==> config.mk <==
export PLATFORM = sky130hd
export DESIGN_NAME = dm_arbiter
export DESIGN_NICKNAME = d
export VERILOG_FILES = /design/src/rtl/dm_arb_pkg.sv /design/src/rtl/dm_arb_rr.sv /design/src/rtl/dm_arbiter.sv
export SDC_FILE = /design/constraint.sdc
export NUM_CORES = 1
export LEC_CHECK = 0
export ABC_AREA = 1
export ABC_CLOCK_PERIOD_IN_PS = 3200
export CORE_ASPECT_RATIO = 0.7
export CORE_MARGIN = 10
export CORE_UTILIZATION = 40
export CTS_BUF_LIST = sky130_fd_sc_hd__clkbuf_8
export DETAILED_ROUTE_END_ITERATION = 7
export PLACE_DENSITY = 0.83
export SETUP_SLACK_MARGIN = 0.4
export SLEW_MARGIN = 20
export SYNTH_ARGS = -nofsm -noshare
export SYNTH_HDL_FRONTEND = slang
export SYNTH_SLANG_ARGS = --single-unit
==> constraint.sdc <==
create_clock -name clk -period 3.2 [get_ports clk]
set_input_delay 0.8 -clock clk [delete_from_list [all_inputs] [get_ports clk]]
set_output_delay 0.8 -clock clk [all_outputs]
set_load 0.01 [all_outputs]
==> src/rtl/dm_arb_pkg.sv <==
// Shared types and helpers for the data-memory arbiter: access-type encodings, FSM states,
// the latched request layout and an access-size helper.
package dm_arb_pkg;

  localparam logic [2:0] CtrlB  = 3'b000;
  localparam logic [2:0] CtrlH  = 3'b001;
  localparam logic [2:0] CtrlW  = 3'b010;
  localparam logic [2:0] CtrlBu = 3'b100;
  localparam logic [2:0] CtrlHu = 3'b101;

  localparam logic [1:0] StIdle  = 2'd0;
  localparam logic [1:0] StIssue = 2'd1;
  localparam logic [1:0] StResp  = 2'd2;

  typedef struct packed {
    logic        we;
    logic [2:0]  ctrl;
    logic [31:0] addr;
    logic [31:0] wdata;
  } dm_req_t;

  // Illegal encodings report 4 bytes; they are rejected separately anyway.
  function automatic logic [2:0] access_size(input logic [2:0] ctrl);
    logic [2:0] size;
    case (ctrl)
      CtrlB, CtrlBu: size = 3'd1;
      CtrlH, CtrlHu: size = 3'd2;
      default:       size = 3'd4;
    endcase
    return size;
  endfunction

endpackage

==> src/rtl/dm_arb_rr.sv <==
// Two-way request picker: fixed priority (port 0) or round-robin against the last grant.
module dm_arb_rr (
  input  logic [1:0] valid_i,
  input  logic       last_grant_i,
  input  logic       mode_i,
  output logic [1:0] grant_o
);

  always_comb begin
    grant_o = valid_i;
    // On a tie, round-robin favours whichever port was not granted last.
    if (valid_i == 2'b11) begin
      grant_o = (mode_i && !last_grant_i) ? 2'b10 : 2'b01;
    end
  end

endmodule

==> src/rtl/dm_arbiter.sv <==
// Two-port arbiter/sequencer for the single-port data memory (IDLE -> ISSUE -> RESP).
// Optional performance counters are enabled with `define DM_ARBITER_PERF_CNT_EN.
module dm_arbiter
  import dm_arb_pkg::*;
#(
  parameter int unsigned MEM_BYTES = 8192,
  parameter int unsigned ARB_MODE  = 1
`ifdef DM_ARBITER_PERF_CNT_EN
  ,
  parameter int unsigned CNT_W     = 16
`endif
) (
  input  logic              clk,
  input  logic              rst_n,
  input  logic              p0_valid,
  output logic              p0_ready,
  input  logic              p0_we,
  input  logic [2:0]        p0_ctrl,
  input  logic [31:0]       p0_addr,
  input  logic [31:0]       p0_wdata,
  output logic              p0_rsp_valid,
  output logic [31:0]       p0_rsp_rdata,
  output logic              p0_rsp_err,
  input  logic              p1_valid,
  output logic              p1_ready,
  input  logic              p1_we,
  input  logic [2:0]        p1_ctrl,
  input  logic [31:0]       p1_addr,
  input  logic [31:0]       p1_wdata,
  output logic              p1_rsp_valid,
  output logic [31:0]       p1_rsp_rdata,
  output logic              p1_rsp_err,
`ifdef DM_ARBITER_PERF_CNT_EN
  output logic [CNT_W-1:0]  p0_grants,
  output logic [CNT_W-1:0]  p1_grants,
  output logic [CNT_W-1:0]  conflicts,
`endif
  output logic              dm_wr,
  output logic [2:0]        dm_ctrl,
  output logic [31:0]       dm_addr,
  output logic [31:0]       dm_wdata,
  input  logic [31:0]       dm_rdata
);

  logic [1:0]  state_q, state_d;
  logic        last_grant_q, last_grant_d;
  dm_req_t     req_q, req_d;
  logic        err_q, err_d;
  logic        port_q, port_d;
  logic [31:0] rsp_rdata_q, rsp_rdata_d;

  dm_req_t     req0, req1, req_sel;
  logic [1:0]  grant, ready;
  logic        arb_mode;

  function automatic logic req_error(input dm_req_t r);
    logic [32:0] end_addr;
    logic        bad;
    end_addr = {1'b0, r.addr} + {30'd0, access_size(r.ctrl)};
    bad      = end_addr > 33'(MEM_BYTES);
    case (r.ctrl)
      CtrlB:   bad = bad;
      CtrlBu:  bad = bad | r.we;
      CtrlH:   bad = bad | r.addr[0];
      CtrlHu:  bad = bad | r.addr[0] | r.we;
      CtrlW:   bad = bad | (|r.addr[1:0]);
      default: bad = 1'b1;
    endcase
    return bad;
  endfunction

  assign arb_mode = (ARB_MODE != 0);
  assign req0     = '{we: p0_we, ctrl: p0_ctrl, addr: p0_addr, wdata: p0_wdata};
  assign req1     = '{we: p1_we, ctrl: p1_ctrl, addr: p1_addr, wdata: p1_wdata};

  dm_arb_rr u_rr (
    .valid_i      ({p1_valid, p0_valid}),
    .last_grant_i (last_grant_q),
    .mode_i       (arb_mode),
    .grant_o      (grant)
  );

  assign ready    = (state_q == StIdle) ? grant : 2'b00;
  assign p0_ready = ready[0];
  assign p1_ready = ready[1];
  assign req_sel  = ready[1] ? req1 : req0;

  always_comb begin
    state_d      = state_q;
    last_grant_d = last_grant_q;
    req_d        = req_q;
    err_d        = err_q;
    port_d       = port_q;
    rsp_rdata_d  = rsp_rdata_q;
    case (state_q)
      StIdle: begin
        if (|ready) begin
          state_d      = StIssue;
          last_grant_d = ready[1];
          port_d       = ready[1];
          req_d        = req_sel;
          err_d        = req_error(req_sel);
          rsp_rdata_d  = '0;
        end
      end
      StIssue: begin
        state_d     = StResp;
        rsp_rdata_d = (!req_q.we && !err_q) ? dm_rdata : 32'd0;
      end
      StResp:  state_d = StIdle;
      default: state_d = StIdle;
    endcase
  end

  always_ff @(posedge clk or negedge rst_n) begin
    if (!rst_n) begin
      state_q      <= StIdle;
      last_grant_q <= 1'b1;
      req_q        <= '0;
      err_q        <= 1'b0;
      port_q       <= 1'b0;
      rsp_rdata_q  <= '0;
    end else begin
      state_q      <= state_d;
      last_grant_q <= last_grant_d;
      req_q        <= req_d;
      err_q        <= err_d;
      port_q       <= port_d;
      rsp_rdata_q  <= rsp_rdata_d;
    end
  end

  // Memory bus is only live in ISSUE; a rejected request keeps the address bus at zero.
  always_comb begin
    dm_wr    = 1'b0;
    dm_ctrl  = 3'b000;
    dm_addr  = 32'd0;
    dm_wdata = 32'd0;
    if (state_q == StIssue) begin
      dm_wr    = req_q.we & ~err_q;
      dm_ctrl  = req_q.ctrl;
      dm_addr  = err_q ? 32'd0 : req_q.addr;
      dm_wdata = req_q.wdata;
    end
  end

  assign p0_rsp_valid = (state_q == StResp) && !port_q;
  assign p1_rsp_valid = (state_q == StResp) && port_q;
  assign p0_rsp_rdata = p0_rsp_valid ? rsp_rdata_q : 32'd0;
  assign p1_rsp_rdata = p1_rsp_valid ? rsp_rdata_q : 32'd0;
  assign p0_rsp_err   = p0_rsp_valid & err_q;
  assign p1_rsp_err   = p1_rsp_valid & err_q;

`ifdef DM_ARBITER_PERF_CNT_EN
  localparam logic [CNT_W-1:0] CntMax = '1;

  logic [CNT_W-1:0] p0_grants_q, p0_grants_d;
  logic [CNT_W-1:0] p1_grants_q, p1_grants_d;
  logic [CNT_W-1:0] conflicts_q, conflicts_d;

  always_comb begin
    p0_grants_d = p0_grants_q;
    p1_grants_d = p1_grants_q;
    conflicts_d = conflicts_q;
    if (ready[0] && p0_grants_q != CntMax) p0_grants_d = p0_grants_q + 1'b1;
    if (ready[1] && p1_grants_q != CntMax) p1_grants_d = p1_grants_q + 1'b1;
    if (state_q == StIdle && p0_valid && p1_valid && conflicts_q != CntMax) begin
      conflicts_d = conflicts_q + 1'b1;
    end
  end

  always_ff @(posedge clk or negedge rst_n) begin
    if (!rst_n) begin
      p0_grants_q <= '0;
      p1_grants_q <= '0;
      conflicts_q <= '0;
    end else begin
      p0_grants_q <= p0_grants_d;
      p1_grants_q <= p1_grants_d;
      conflicts_q <= conflicts_d;
    end
  end

  assign p0_grants = p0_grants_q;
  assign p1_grants = p1_grants_q;
  assign conflicts = conflicts_q;
`endif

endmodule

==> results of run 1 <==
## per-layer routing
metal / up-vias / wire length (um)
met5: - / 0
met4: 0 / 598
met3: 45 / 2567
met2: 353 / 14460
met1: 4166 / 13520
li1: 4332 / -
## final timing paths
check                           slack (ns)       start      endpoint
max in group asynchronous             2.06       rst_n  last_grant_q
worst min-delay path                  0.48       rst_n     req_q[18]
worst max register to register       -0.11  state_q[1]         err_q
worst min register to register        0.49   req_q[41]     req_q[41]
min in group clk                      0.49   req_q[41]     req_q[41]
worst max-delay path                 -0.11  state_q[1]         err_q
## synthesized netlist by cell type
cell / instances / share of area (%)
clkbuf_1: 37 / 1.9
clkbuf_2: 1 / 0.069
o2111a_1: 1 / 0.16
nand4_1: 46 / 4.0
fa_1: 1 / 0.28
ha_1: 3 / 0.52
xor2_1: 2 / 0.24
or2_2: 4 / 0.35
buf_1: 5 / 0.26
nand3_1: 30 / 2.1
clkinv_1: 1 / 0.052
inv_2: 2 / 0.10
o21bai_1: 1 / 0.10
nor3_1: 4 / 0.28
nand2_2: 6 / 0.52
nor2_2: 7 / 0.61
nand3_4: 1 / 0.24
buf_6: 3 / 0.47
nand2_4: 1 / 0.16
o21ai_1: 2 / 0.14
a21oi_2: 1 / 0.12
o22ai_1: 32 / 2.8
a21oi_1: 69 / 4.8
dfrtp_1: 104 / 36
o21ai_0: 77 / 5.3
dfstp_2: 1 / 0.36
inv_1: 206 / 11
buf_2: 11 / 0.76
nor3_2: 1 / 0.14
nor2_4: 6 / 0.94
nand2_1: 287 / 15
buf_4: 5 / 0.52
nor2_1: 190 / 9.9
## registers in the layout, indices dropped and copies added (netlist names)
register and flops:
req_q 68, rsp_rdata_q 32, state_q 2, err_q 1, last_grant_q 1, port_q 1
## power by group through the flow
stage | registers (mW) | clock network (mW) | logic [mW]
final | 2.06 | 0.811 | 4.67
after global routing | 2.12 | 0.876 | 5.12
after CTS | 2.06 | 0.836 | 4.49
after detailed placement | 2.08 | 0 | 4.37
after global placement | 2.05 | 0 | 4.29
after floorplan | 2.02 | 0 | 2.48
## layout by cell type (no fill, tap or decap), drive strengths merged, types with 3 or more instances in the layout
cell type	n
dlygate4sd2	102
o21ai	79
inv	212
ha	3
buf	133
clkbuf	13
clkinv	3
clkdlybuf4s50	174
o22ai	32
dfrtp	104
nor2	203
nor3	5
a21oi	70
dlymetal6s2s	13
nand3	31
nand2	294
or2	4
nand4	46
clkdlybuf4s15	14
## kinds of logic after synthesis
logic type / count (synthesis) / synth area share (%)
and+or+nand+nor: 583 / 34.15
buffers and inverters: 271 / 14.90
adders and majority gates: 4 / 0.7987
DFF: 105 / 36.48
AOI/OAI and AO/OA: 183 / 13.44
xor gates and xnor gates: 2 / 0.2431
## timing repair
| item | CTS | global route |
|---|---|---|
| buffers inserted | 32 | 8 |
| endpoints found under the setup margin | 134 | 27 |
| pin swaps | 19 | 19 |
| resized for setup | 156 | 48 |
| hold buffers | 0 | 0 |
| gates cloned | 0 | 0 |
## area by class of cell
| type | instances | area share (%) |
|---|---|---|
| timing repair buffer | 440 | 34.79 |
| clock buffer | 9 | 1.063 |
| clock inverter | 7 | 0.5263 |
| tap | 231 | 2.481 |
| sequential | 105 | 22.59 |
| multi-input combinational | 772 | 31.75 |
| inverter | 209 | 6.809 |
## critical path, delay by kind of cell, from the launching register on
family | cells | cell delay (ns)
compound gates | 3 | 0.39
buf+inv | 15 | 1.82
flops | 1 | 0.45
simple gates | 4 | 0.54
==> metrics.csv, run 1 <==
metric;value;unit
seqCellArea;2631;um2
std_cell_rows;40;
fin_setup_tns;-0.1056;ns
root_buffer;clkbuf_8;
syn_area;7207;um2
tritoncts;built;
hpwlAfterDp;24060;um
path_max_fanout;5;
p_per_area;647.9;nW/um2
run_status;complete, but fails checks;
crit_type;reg -> reg;
dp_cells;1717;
grt_use_met1;31.82;%
setup_ws;-0.1056;ns
num_vias;8896;
violations;setup timing;
reg2reg_depth;22;
pwr-share-comb;61.9;%
netlist_instances;1148;
avgViaCountPerCell;5.017;
place_area;11110;um2
die_w;180.4;um
cpMostUsedCell;buf_4;
cp_slowest_cell;dfrtp_2;
fin_area;11650;um2
fin_worst_skew;0.01316;ns
clk_latency;0.38;ns
hold_viol_final;0;
hold_class;in -> async;
postRouteAntennaNets;0;
fin_crit;3.306;ns
die_area;23870;um2
path_clk_slew;0.11;ns
grt.total_usage;24.04;%
worstMarginPinSlew;0.7702;ns
intPower;4.007;mW
fmax;0.3025;GHz
synth.ff_latch_count;105;
start_util;41.38;%
yosys_warnings;0;
stdcell_count;1773;
fp.dieH;132.3;um
cp.required;3.47;ns
clock_path_buffers;2;
nets;1713;
critPathArrivalTime;3.58;ns
wirelength;31140;um
p_seq_share;27.3;%
antenna_found_initial;0;
grt_use_met2;38.52;%
worstSetupEndpointType;register;
io_pins;310;
total_power;7.548;mW
cp_slowest_stage_delay;0.45;ns
utilization;66.89;%
path_cells;nor2_4 > nand3_4 > inv_4 > or2_4 > o21ai_4 > buf_4 > buf_4 > buf_4 > buf_4 > buf_4 > buf_4 > buf_4 > buf_4 > buf_4 > buf_4 > buf_4 > buf_4 > buf_4 > buf_4 > nand3_1 > o2111a_1 > a21oi_2;
p_switching;3.541;mW
power.share.clock;10.7;%
grt_util_met3;5.897;%
switching_share;46.91;%
core_area;17420;um2
grt_pass1_wl;46850;um
p_leak;6.274;nW
slew_headroom;48.65;%
worst_hold_slack;0.4752;ns
multi_input_area;3699;um2
port_buffers;309;
numClockSinks;105;
setup-violations-final;1;
drtIter0Drc;834;
drv_slew;0;
finalCritPeriodShare;103.3;%
htree_levels;3;
top_usage_layer;met2;
grt_pass1_vias;8465;
drive_gt1_share;14.33;%
drc;0;
synth_nets;1324;
syn_to_final_growth;61.65;%
synth-seq-area-share;36.48;%
ys_types;33;
grt_max_degree;55;
wl_per_cell;17.56;um
antenna_cells;0;
dp_worst_setup_slack;-0.7163;ns
maxCapViolations;0;
routabilityCongestion;0.9489;
rsz0062_at_grt;true;
fillers;1526;
cp-start-kind;register;
drt_pass1_iterations;7;
cts_buffers;9;
grt.overflow.total;0;
syn-mean-instance-area;6.278;um2
ir_drop;394.8;uV
No activity file was read; power rests on OpenSTA's default activity.
==> run 2: changes to the inputs <==
--- a/constraint.sdc
+++ b/constraint.sdc
@@ -3,2 +3,2 @@
 set_output_delay 0.8 -clock clk [all_outputs]
-set_load 0.01 [all_outputs]
+set_load 0.005 [all_outputs]
==> metrics.csv, run 2 (synthesis gave the netlist of run 1 again) <==
metric;value;unit;change
power.share.clock;10.4;%;-0.3 points
reg2reg_depth;23;;+4.5%
worstReg2RegEnd;err_q;;
grt_util_met3;5.924;%;+0.027 points
grt_pass1_vias;8651;;+2.2%
grt_max_degree;50;;-9.1%
drc;0;;unchanged
path_max_fanout;3;;-2
utilization;68.74;%;+1.9 points
std_cell_rows;40;;unchanged
p_per_area;663.7;nW/um2;+2.4%
cp-start-kind;input pin;;
setup_ws;0.02671;ns;+0.1323 ns
grt_use_met2;39.17;%;+0.65 points
port_buffers;309;;unchanged
fin_area;11970;um2;+2.8%
p_leak;6.760;nW;+7.7%
seqCellArea;2630;um2;about the same
core_area;17420;um2;unchanged
grt_pass1_wl;48220;um;+2.9%
drive_gt1_share;20.22;%;+5.9 points
fin_worst_skew;0.008137;ns;-0.005026 ns
antenna_cells;0;;unchanged
fmax;0.3151;GHz;+4.2%
p_switching;3.674;mW;+3.8%
start_util;41.38;%;unchanged
r2r-start;state_q[0];;
worstSetupEndpointType;register;;
setup-violations-final;0;;-1
crit_type;in -> reg;;
htree_levels;3;;unchanged
clock_path_buffers;2;;unchanged
hold_viol_final;0;;unchanged
drv_slew;0;;unchanged
rsz0062_at_grt;true;;
syn_to_final_growth;66.13;%;
fp.dieH;132.3;um;unchanged
clk_latency;0.36;ns;-0.02 ns
hold_buffers;0;;unchanged
mostFrequentLayoutCells;279 x nand2_1, 201 x inv_1, 166 x clkdlybuf4s50_1;;
hpwlAfterDp;24380;um;+1.3%
cp.required;3.47;ns;about the same
intPower;4.272;mW;+6.6%
total_power;7.946;mW;+5.3%
finalCritPeriodShare;99.17;%;-4.1 points
grt_use_met1;32.82;%;+1.0 points
critPathArrivalTime;3.44;ns;-0.14 ns
fillers;1485;;-2.7%
p_seq_share;26.0;%;-1.3 points
numClockSinks;105;;unchanged
endpoint;err_q;;
die_w;180.4;um;unchanged
num_vias;8991;;+1.1%
maxCapViolations;0;;unchanged
worstMarginPinSlew;0.5817;ns;-0.1885 ns
run_status;completed;;
fin_setup_tns;0;ns;+0.1056 ns
dp_worst_setup_slack;-0.7320;ns;-0.01579 ns
hold_class;in -> async;;
reg_top3;req_q: 68 flops, rsp_rdata_q: 32 flops, state_q: 2 flops;;
largest_reg_flops;68;;unchanged
cp-startpoint;p0_addr[0];;
antenna_found_initial;0;;unchanged
place_area;11120;um2;+0.16%
slew_headroom;61.22;%;+13 points
switching_share;46.24;%;-0.67 points
die_area;23870;um2;unchanged
drtIter0Drc;734;;-12%
wirelength;32100;um;+3.1%
postRouteAntennaNets;0;;unchanged
multi_input_area;3906;um2;+5.6%
wl_per_cell;18.14;um;+3.3%
io_pins;310;;unchanged
regMostFlops;req_q;;
path_clk_slew;0.12;ns;about the same
routabilityCongestion;1.011;;+6.6%
root_buffer;clkbuf_8;;
avgViaCountPerCell;5.083;;+1.3%
nets;1709;;-0.23%
final_common_cell;nand2_1;;
rrSetupSlack;0.08;ns;+0.19 ns
top_usage_layer;met2;;
cts_buffers;9;;unchanged
ir_drop;355.6;uV;-9.9%
grt.overflow.total;0;;unchanged
drt_pass1_iterations;5;;-2
fin_crit;3.173;ns;-0.1323 ns
pwr-share-comb;63.6;%;+1.7 points
grt.total_usage;24.59;%;+0.55 points
tritoncts;built;;
==> run 2: changes by cell type in the layout (fill, tap and decap cells not counted), sizes merged <==
cell	change
bufbuf	+2
clkinvlp	-1
clkinv	+2
inv	+1
clkdlybuf4s15	-11
dlygate4sd2	-68
clkbuf	+28
dlymetal6s2s	+38
buf	+13
clkdlybuf4s50	-8
==> run 2: through the flow <==
step | instances | hold slack (ns)
floorplan | 1148 | 0.4492
global placement | 1721 | 0.4682
detailed placement | 1721 | 0.4663
CTS | 1754 | 0.4158
global route | 1769 | 0.4367
finish | 1769 | 0.4174
==> run 2: how the worst min path moves through the flow <==
| stage | to | startpoint | cells after the start | slack (ns) |
|---|---|---|---|---|
| 3_3_place_gp | req_q[37] | req_q[37] | 2 | 0.47 |
| 3_5_place_dp | req_q[56] | req_q[56] | 2 | 0.47 |
| 6_report | rsp_rdata_q[2] | rst_n | 1 | 0.42 |
| 5_1_grt | rsp_rdata_q[8] | rst_n | 1 | 0.44 |
| 2_1_floorplan | req_q[51] | req_q[51] | 2 | 0.45 |
| 4_1_cts | rsp_rdata_q[2] | rst_n | 1 | 0.42 |
==> run 2: critical path, stage by stage <==
cell	delay, ns
clkdlybuf4s50_1	0.44
or2_2	0.31
o21ai_2	0.08
inv_2	0.07
ha_4	0.16
fa_2	0.37
nand2_2	0.08
nand2_2	0.06
buf_4	0.13
nand3_1	0.07
nand2_1	0.05
nor2_1	0.12
nand2_1	0.07
nor2_1	0.08
nand3_1	0.07
nor2_1	0.10
nor2_1	0.07
nor2_1	0.10
nand3_1	0.07
nand2_1	0.08
a21oi_2	0.05
==> run 2: layout make-up <==
class | instances | area share (%)
repair buffers | 434 | 34.55
multi-input cells | 772 | 32.63
flip-flops and latches | 105 | 21.97
inverters | 209 | 6.709
well taps | 231 | 2.414
clock buffers | 9 | 1.035
clock inverters | 7 | 0.5539
repair inverters | 2 | 0.1463
==> run 2: power by group through the flow <==
stage	logic, mW	registers (mW)	clock network (mW)
6_report	5.05	2.07	0.825
5_1_grt	5.53	2.12	0.906
4_1_cts	4.60	2.06	0.844
3_5_place_dp	4.30	2.08	0
3_3_place_gp	4.22	2.06	0
2_1_floorplan	2.38	2.02	0
==> run 2: timing repair <==
action	4_1_cts	5_1_grt
endpoints found under the setup margin	134	71
buffers inserted	15	12
gates resized for setup	112	283
pin swaps	24	35
cloned	2	3
==> run 2: per-layer routing <==
| layer | up-vias | routed length (um) |
|---|---|---|
| li1 | 4328 | - |
| met1 | 4228 | 13830 |
| met2 | 393 | 14740 |
| met3 | 42 | 2822 |
| met4 | 0 | 700 |
| met5 | - | 0 |
